### config.mk
export PLATFORM = sky130hd
export DESIGN_NAME = music_seq_player_flat
export DESIGN_NICKNAME = d
export VERILOG_FILES = /design/src/rtl/music_seq_player_pkg.sv /design/src/rtl/music_seq_player_if.sv /design/src/rtl/music_seq_player_ms_tick_gen.sv /design/src/rtl/music_seq_player.sv /design/src/flat_wrapper.sv
export SDC_FILE = /design/constraint.sdc
export NUM_CORES = 1
export LEC_CHECK = 0
export BUFFER_PORTS_ARGS = -buffer_cell sky130_fd_sc_hd__clkbuf_2
export CORE_MARGIN = 4
export CORE_UTILIZATION = 55
export CTS_CLUSTER_SIZE = 16
export DETAILED_ROUTE_END_ITERATION = 10
export HOLD_SLACK_MARGIN = 0.1
export PLACE_DENSITY = 0.79
export SYNTH_ARGS = -nofsm -noshare
export SYNTH_HDL_FRONTEND = slang
export SYNTH_SLANG_ARGS = --single-unit
### constraint.sdc
create_clock -name sys_clk -period 5.8 [get_ports sys_clk]
set_input_delay 1.16 -clock sys_clk [delete_from_list [all_inputs] [get_ports sys_clk]]
set_output_delay 1.16 -clock sys_clk [all_outputs]
set_load 0.05 [all_outputs]
### src/rtl/music_seq_player_pkg.sv
// Shared types and constants for the note sequencer: state encoding,
// duration table and the end-of-song test.
package music_pkg;

  localparam int REST_TONE = 0;

  // Duration in ms per 3-bit code; a zero entry marks end of song.
  localparam int DUR_MS [0:7] = '{0, 200, 500, 1000, 2000, 4000, 0, 0};

  typedef enum logic [2:0] {
    ST_IDLE,
    ST_FETCH,
    ST_LOAD,
    ST_PLAY,
    ST_GAP,
    ST_END
  } state_t;

  function automatic logic is_end(input logic [2:0] dur_code);
    return DUR_MS[dur_code] == 0;
  endfunction

endpackage

### src/rtl/music_seq_player_if.sv
// Control/status bundle between the command decoder, the sequencer and the
// tone generator; dbg_state mirrors the sequencer FSM for checkers.
interface music_seq_player_if #(
  parameter int AW     = 7,
  parameter int TONE_W = 5
) ();
  import music_pkg::*;

  // All strobes (wr_en, play, stop) are single-cycle pulses sampled on the
  // rising clock edge with no back-pressure; pause and loop_en are levels.
  logic              wr_en;
  logic [AW-1:0]     wr_addr;
  logic [TONE_W+2:0] wr_data;
  logic              play;
  logic              stop;
  logic              pause;
  logic              loop_en;
  logic [TONE_W-1:0] music_tone;
  logic              busy;
  logic [AW-1:0]     note_idx;
  logic              song_done;
  state_t            dbg_state;

  modport master (
    output wr_en, wr_addr, wr_data, play, stop, pause, loop_en,
    input  music_tone, busy, note_idx, song_done, dbg_state
  );

  modport slave (
    input  wr_en, wr_addr, wr_data, play, stop, pause, loop_en,
    output music_tone, busy, note_idx, song_done, dbg_state
  );

endinterface

### src/rtl/music_seq_player_ms_tick_gen.sv
// Millisecond prescaler: one-cycle tick every CLK_FREQ_HZ/1000 enabled cycles.
module ms_tick_gen #(
  parameter int CLK_FREQ_HZ = 50_000_000
) (
  input  logic sys_clk,
  input  logic sys_rst_n,
  input  logic en,
  input  logic clr,
  output logic tick
);
  localparam int TC = CLK_FREQ_HZ / 1000 - 1;
  localparam int CW = (TC > 0) ? $clog2(TC + 1) : 1;

  logic [CW-1:0] r_cnt;
  logic          w_at_tc;

  assign w_at_tc = (r_cnt == CW'(TC));
  assign tick    = en && w_at_tc;

  always_ff @(posedge sys_clk or negedge sys_rst_n) begin
    if (!sys_rst_n) begin
      r_cnt <= '0;
    end else if (clr) begin
      r_cnt <= '0;
    end else if (en) begin
      r_cnt <= w_at_tc ? '0 : r_cnt + CW'(1);
    end
  end

endmodule

### src/rtl/music_seq_player.sv
// Note sequencer: plays {tone, dur_code} entries from a run-time loaded RAM,
// with ms-based durations, articulation gap, pause, stop and loop support.
module music_seq_player
  import music_pkg::*;
#(
  parameter int CLK_FREQ_HZ = 50_000_000,
  parameter int DEPTH       = 128,
  parameter int TONE_W      = 5,
  parameter int GAP_MS      = 20
) (
  input logic               sys_clk,
  input logic               sys_rst_n,
  music_seq_player_if.slave bus
);
  localparam int AW = $clog2(DEPTH);

  state_t            r_state, w_next;
  logic [TONE_W+2:0] r_ram [DEPTH];
  logic [TONE_W+2:0] r_rd_data;
  logic [AW-1:0]     r_idx;
  logic              r_last;
  logic [TONE_W-1:0] r_tone, r_music_tone;
  logic [15:0]       r_cnt;
  logic              r_song_done;

  logic [TONE_W-1:0] w_rd_tone, w_tone_d;
  logic [2:0]        w_rd_dur;
  logic              w_tick, w_tick_en, w_tick_clr;
  logic              w_idx_clr, w_idx_inc, w_last_d, w_tone_ld;
  logic              w_cnt_ld, w_cnt_dec, w_done_d;
  logic [15:0]       w_cnt_val;

  assign w_rd_tone = r_rd_data[TONE_W+2:3];
  assign w_rd_dur  = r_rd_data[2:0];

  // Read data is captured in FETCH and consumed in LOAD.
  always_ff @(posedge sys_clk) begin
    if (bus.wr_en) r_ram[bus.wr_addr] <= bus.wr_data;
    if (r_state == ST_FETCH) r_rd_data <= r_ram[r_idx];
  end

  assign w_tick_en  = ((r_state == ST_PLAY) || (r_state == ST_GAP)) && !bus.pause;
  assign w_tick_clr = ((w_next == ST_PLAY) && (r_state != ST_PLAY)) ||
                      ((w_next == ST_GAP)  && (r_state != ST_GAP));

  ms_tick_gen #(.CLK_FREQ_HZ(CLK_FREQ_HZ)) u_tick (
    .sys_clk  (sys_clk),
    .sys_rst_n(sys_rst_n),
    .en       (w_tick_en),
    .clr      (w_tick_clr),
    .tick     (w_tick)
  );

  always_ff @(posedge sys_clk or negedge sys_rst_n) begin
    if (!sys_rst_n) r_state <= ST_IDLE;
    else            r_state <= w_next;
  end

  always_comb begin
    w_next = r_state;
    if (bus.stop) begin
      w_next = ST_IDLE;
    end else if (bus.play) begin
      w_next = ST_FETCH;
    end else begin
      case (r_state)
        ST_FETCH: w_next = ST_LOAD;
        ST_LOAD:  w_next = (is_end(w_rd_dur) || r_last) ? ST_END : ST_PLAY;
        ST_PLAY:  if (w_tick && r_cnt == 16'd1) w_next = (GAP_MS > 0) ? ST_GAP : ST_FETCH;
        ST_GAP:   if (w_tick && r_cnt == 16'd1) w_next = ST_FETCH;
        ST_END:   w_next = bus.loop_en ? ST_FETCH : ST_IDLE;
        default:  w_next = r_state;
      endcase
    end
  end

  // The counter reloads on the last tick, so a note lasts exactly its table
  // value in ms of unpaused PLAY cycles.
  always_comb begin
    w_tone_d  = r_music_tone;
    w_idx_clr = 1'b0;
    w_idx_inc = 1'b0;
    w_last_d  = r_last;
    w_tone_ld = 1'b0;
    w_cnt_ld  = 1'b0;
    w_cnt_val = 16'd0;
    w_cnt_dec = 1'b0;
    w_done_d  = 1'b0;
    if (bus.stop || bus.play) begin
      w_tone_d  = TONE_W'(REST_TONE);
      w_idx_clr = 1'b1;
      w_last_d  = 1'b0;
    end else begin
      case (r_state)
        ST_IDLE: w_tone_d = TONE_W'(REST_TONE);
        ST_LOAD: begin
          if (!(is_end(w_rd_dur) || r_last)) begin
            w_tone_ld = 1'b1;
            w_tone_d  = w_rd_tone;
            w_cnt_ld  = 1'b1;
            w_cnt_val = 16'(DUR_MS[w_rd_dur]);
          end
        end
        ST_PLAY: begin
          w_tone_d = bus.pause ? TONE_W'(REST_TONE) : r_tone;
          if (w_tick) begin
            if (r_cnt == 16'd1) begin
              if (GAP_MS > 0) begin
                w_tone_d  = TONE_W'(REST_TONE);
                w_cnt_ld  = 1'b1;
                w_cnt_val = 16'(GAP_MS);
              end else begin
                w_idx_inc = 1'b1;
                w_last_d  = (r_idx == AW'(DEPTH - 1));
              end
            end else begin
              w_cnt_dec = 1'b1;
            end
          end
        end
        ST_GAP: begin
          w_tone_d = TONE_W'(REST_TONE);
          if (w_tick) begin
            if (r_cnt == 16'd1) begin
              w_idx_inc = 1'b1;
              w_last_d  = (r_idx == AW'(DEPTH - 1));
            end else begin
              w_cnt_dec = 1'b1;
            end
          end
        end
        ST_END: begin
          w_tone_d = TONE_W'(REST_TONE);
          if (bus.loop_en) begin
            w_idx_clr = 1'b1;
            w_last_d  = 1'b0;
          end else begin
            w_done_d = 1'b1;
          end
        end
        default: ;
      endcase
    end
  end

  always_ff @(posedge sys_clk or negedge sys_rst_n) begin
    if (!sys_rst_n) begin
      r_idx        <= '0;
      r_last       <= 1'b0;
      r_tone       <= '0;
      r_cnt        <= '0;
      r_music_tone <= '0;
      r_song_done  <= 1'b0;
    end else begin
      r_music_tone <= w_tone_d;
      r_song_done  <= w_done_d;
      r_last       <= w_last_d;
      if (w_tone_ld) r_tone <= w_rd_tone;
      if (w_idx_clr)      r_idx <= '0;
      else if (w_idx_inc) r_idx <= r_idx + AW'(1);
      if (w_cnt_ld)       r_cnt <= w_cnt_val;
      else if (w_cnt_dec) r_cnt <= r_cnt - 16'd1;
    end
  end

  assign bus.music_tone = r_music_tone;
  assign bus.busy       = (r_state != ST_IDLE);
  assign bus.note_idx   = r_idx;
  assign bus.song_done  = r_song_done;
  assign bus.dbg_state  = r_state;

endmodule
### src/flat_wrapper.sv
// flat-port wrapper written by rule: the top's interface ports become plain ports
module music_seq_player_flat import music_pkg::*;
#(
  parameter int CLK_FREQ_HZ = 50_000_000,
  parameter int DEPTH       = 128,
  parameter int TONE_W      = 5,
  parameter int GAP_MS      = 20
)
  (sys_clk, sys_rst_n, bus_wr_en, bus_wr_addr, bus_wr_data, bus_play, bus_stop, bus_pause, bus_loop_en, bus_music_tone, bus_busy, bus_note_idx, bus_song_done, bus_dbg_state);
  music_seq_player_if #(.TONE_W(TONE_W)) bus_i ();
  input logic sys_clk;
  input logic sys_rst_n;
  input wire logic [$bits(bus_i.wr_en)-1:0] bus_wr_en;
  input wire logic [$bits(bus_i.wr_addr)-1:0] bus_wr_addr;
  input wire logic [$bits(bus_i.wr_data)-1:0] bus_wr_data;
  input wire logic [$bits(bus_i.play)-1:0] bus_play;
  input wire logic [$bits(bus_i.stop)-1:0] bus_stop;
  input wire logic [$bits(bus_i.pause)-1:0] bus_pause;
  input wire logic [$bits(bus_i.loop_en)-1:0] bus_loop_en;
  output wire logic [$bits(bus_i.music_tone)-1:0] bus_music_tone;
  output wire logic [$bits(bus_i.busy)-1:0] bus_busy;
  output wire logic [$bits(bus_i.note_idx)-1:0] bus_note_idx;
  output wire logic [$bits(bus_i.song_done)-1:0] bus_song_done;
  output wire logic [$bits(bus_i.dbg_state)-1:0] bus_dbg_state;
  assign bus_i.wr_en = bus_wr_en;
  assign bus_i.wr_addr = bus_wr_addr;
  assign bus_i.wr_data = bus_wr_data;
  assign bus_i.play = bus_play;
  assign bus_i.stop = bus_stop;
  assign bus_i.pause = bus_pause;
  assign bus_i.loop_en = bus_loop_en;
  assign bus_music_tone = bus_i.music_tone;
  assign bus_busy = bus_i.busy;
  assign bus_note_idx = bus_i.note_idx;
  assign bus_song_done = bus_i.song_done;
  assign bus_dbg_state = bus_i.dbg_state;
  music_seq_player #(.CLK_FREQ_HZ(CLK_FREQ_HZ), .DEPTH(DEPTH), .TONE_W(TONE_W), .GAP_MS(GAP_MS)) u_core (.sys_clk(sys_clk), .sys_rst_n(sys_rst_n), .bus(bus_i));
endmodule
==> impl_metrics.ini <==
[power]
power.switching_mw = 3.23
vdd_ir_drop_max_mv = 0.272
share_comb_of_total_power_pct = 2.2
total_power_mw = 15.8
swShare_pct = 20.4
power.leakage_nw = 14.5
power.internal_mw = 12.6
power.density_cell_area_nw_per_um2 = 332
power_frac_seq_pct = 55.1
pwr-share-clk_pct = 42.7

[grt]
grtUsageMet2_pct = 39.4
vias_in_the_first_global_route = 22900
gr-usage-met1_pct = 35.9
grt_peak_use_layer = met2
antenna_violations_before_repair = 2
use_met3_pct = 5.43
gr-usage-all-layers_pct = 25.2
grt_first_pass_wirelength_mm = 153
grt_max_degree = 102
grt_overflow_total = 0

[placement]
place.port_buffers = 38
hpwlAfterDp_mm = 60.8
post-place-ws_ns = 2.18
placer_s_final_routability_congestion_estimate = 0.901

[clock_tree]
post_cts_resize_count = 0
post_cts_hold_buffer_count = 0
clk_transition_reported_paths_ns = 0.06
cts_buffer_depth = 3
cts.sink_count = 1086
clock_insertion_delay_worst_skew_ns = 0.68
post_cts.repair.setup_buffers = 0
clock-root-buffer = clkbuf_16
clock_tree_from_tritoncts = built
cts_buffers = 103
htree_levels = 3

[timing]
final_max_slew_viol_count = 0
setup_viol_count_final = 0
max_clock_freq_mhz = 264
finalSetupTns_ns = 0
setup_ws_ns = 2.01
timing.final.crit_period_ns = 3.79
final.period_utilization_pct = 65.4
finalClockSkew_ns = 0.0477
setup_repair_after_global_routing_missed_its_margin = no
report.final.hold_viol_count = 0
maxSlewHeadroom_pct = 2.70
timing_worst_slew_pin_value_ns = 1.45

[floorplan]
design.die.area_um2 = 82100
placement_rows = 101
boundaryPins = 39
die_extent_in_x_um = 287
initial_core_util_pct = 55.8
die_h_um = 287
fp.coreArea_um2 = 76500

[yosys]
asyncSetResetFlopFracSynth_pct = 4.97
synth_enable_flop_cells = 1032
synth.yosys.seq_area_share_pct = 75.7
syn-instance-count = 2219
synthFlopType = edfxtp_1
synth_warnings = 0
postSynthAreaPerCell_um2 = 19.2
mappedNetlistNets = 2247
synth_seq_cells = 1086
yosys.cell_types.count = 64
mappedNetlistArea_um2 = 42700

[routing]
detail_route.vias_per_cell = 6.68
antenna_left = 0
route.detailed.drc = 0
route.vias.total = 22800
route.final.wire_length_mm = 103
post_drt_wl_per_cell_um = 30.1
dr.first_iter.drc_count = 3710
detailedRoute.firstPassIterationCount = 6

[worst_setup_path]
critPathSlowestCell = dfrtp_4
critical_path.max_fanout = 44
critical_path_start_type = flop
criticalPathCategory = flop to output port
worst-path-buf-inv = 2
crit_path_end_kind = output port
critical_path.cell_chain = buf_4 -> clkbuf_2
timing.critical_path.arrival_ns = 2.63
cp_data_required_time_ns = 4.64
timing.critical_path.slowest_cell_delay_ns = 1.00
worst_path_dominant_cell_family = flip-flops

[min_path]
hold_class = flop to flop

[layout]
final_cell_mix = edfxtp_1 (1032), mux4_2 (232), nor2_1 (171)
area.growth.synth_to_final_pct = 11.2
final_common_cell = edfxtp_1
nets = 2315
drive_gt1_share_pct = 20.7
nFillCells = 5097

[run]
max_cap_violations = 0

[outcome]
run_status = complete, no violations
## worst register-to-register path: cells and delay by family, from the launching register on
| family | cells | cell delay [ns] |
|---|---|---|
| simple gates | 5 | 1.88 |
| flops | 1 | 1.11 |
| compound gates | 1 | 0.29 |
## synth_stat cells (10+ instances only)
library cell | count | area share, %
nand2_1 | 76 | 0.67
buf_2 | 33 | 0.39
nand3_1 | 78 | 0.91
edfxtp_1 | 1032 | 73
buf_1 | 16 | 0.14
a22oi_1 | 111 | 2.0
xnor2_1 | 11 | 0.23
and2_1 | 10 | 0.15
nor2b_1 | 31 | 0.45
nor3_1 | 34 | 0.40
mux4_2 | 232 | 12
nand4_1 | 29 | 0.42
dfrtp_1 | 54 | 3.2
o21ai_0 | 22 | 0.26
a21oi_1 | 47 | 0.55
clkbuf_1 | 65 | 0.57
nor2_1 | 172 | 1.5
mux2i_1 | 49 | 1.1
## area by class of cell
| class | instances | area [µm²] | share of cell area (%) |
|---|---|---|---|
| multi-input combinational | 1010 | 9850 | 20.7 |
| antenna | 2 | 5.00 | 0.0105 |
| timing repair buffer | 80 | 596 | 1.25 |
| inverter | 6 | 22.5 | 0.0474 |
| clock buffer | 121 | 2670 | 5.61 |
| tap | 1030 | 1290 | 2.71 |
| sequential | 1086 | 32300 | 68.1 |
| clock inverter | 74 | 716 | 1.51 |
## layer usage
metal  up-vias  wire, µm  share of wire, %
met5         -        28             0.027
met4         4      3860               3.8
met3       278     11100                11
met2      1485     49000                48
met1     11800     38700                38
li1       9226         -                 -
## registers in the layout, indices dropped and copies added (netlist names)
| register | count |
|---|---|
| u_core.r_rd_data | 8 |
| u_core.r_tone | 5 |
| u_core.bus.music_tone | 5 |
| u_core.bus.song_done | 1 |
| u_core.r_cnt | 16 |
| u_core.bus.note_idx | 7 |
| u_core.bus.dbg_state | 3 |
| u_core.r_ram | 1024 |
| u_core.r_last | 1 |
| u_core.u_tick.r_cnt | 16 |
## kinds of logic after synthesis
| family | after synthesis | synth area share [%] |
|---|---|---|
| DFF | 1086 | 75.7 |
| AOI/OAI and AO/OA | 219 | 3.59 |
| muxes | 281 | 13.4 |
| and+or+nand+nor | 484 | 5.46 |
| adders and majority gates | 6 | 0.176 |
| buffers and inverters | 123 | 1.23 |
| xor gates and xnor gates | 20 | 0.410 |
## power by group through the flow
stage	clock network [mW]	registers [mW]	logic [mW]
5_1_grt	7.15	8.70	0.371
3_5_place_dp	0	8.86	0.343
3_3_place_gp	0	8.85	0.326
6_report	6.74	8.70	0.345
2_1_floorplan	0	8.85	0.131
4_1_cts	6.78	8.69	0.344
## stage by stage
| stage | hold slack (ns) | util [%] | cells | cell area [µm²] |
|---|---|---|---|---|
| after floorplan | 0.441 | - | 2219 | 42700 |
| after detailed placement | 0.467 | 57.7 | 3212 | 44100 |
| final | 0.473 | 62.1 | 3409 | 47500 |
| after CTS | 0.474 | 62.1 | 3407 | 47500 |
| after global placement | 0.462 | 57.7 | 3212 | 44100 |
| after global routing | 0.489 | 62.1 | 3407 | 47500 |
## final timing paths
path / to / cells past startpoint / startpoint / slack (ns)
hold / removal: u_core.bus.music_tone[4] / 1 / u_core.r_tone[4] / 0.47
max in group asynchronous: u_core.bus.note_idx[1] / 2 / sys_rst_n / 4.63
min in group asynchronous: u_core.bus.music_tone[1] / 2 / sys_rst_n / 0.62
setup reg to reg: u_core.r_rd_data[3] / 6 / u_core.bus.note_idx[1] / 2.30
setup / recovery: bus_note_idx[0] / 2 / u_core.bus.note_idx[0] / 2.01
hold reg to reg: u_core.bus.music_tone[4] / 1 / u_core.r_tone[4] / 0.47
No activity file was read; power rests on OpenSTA's default activity.
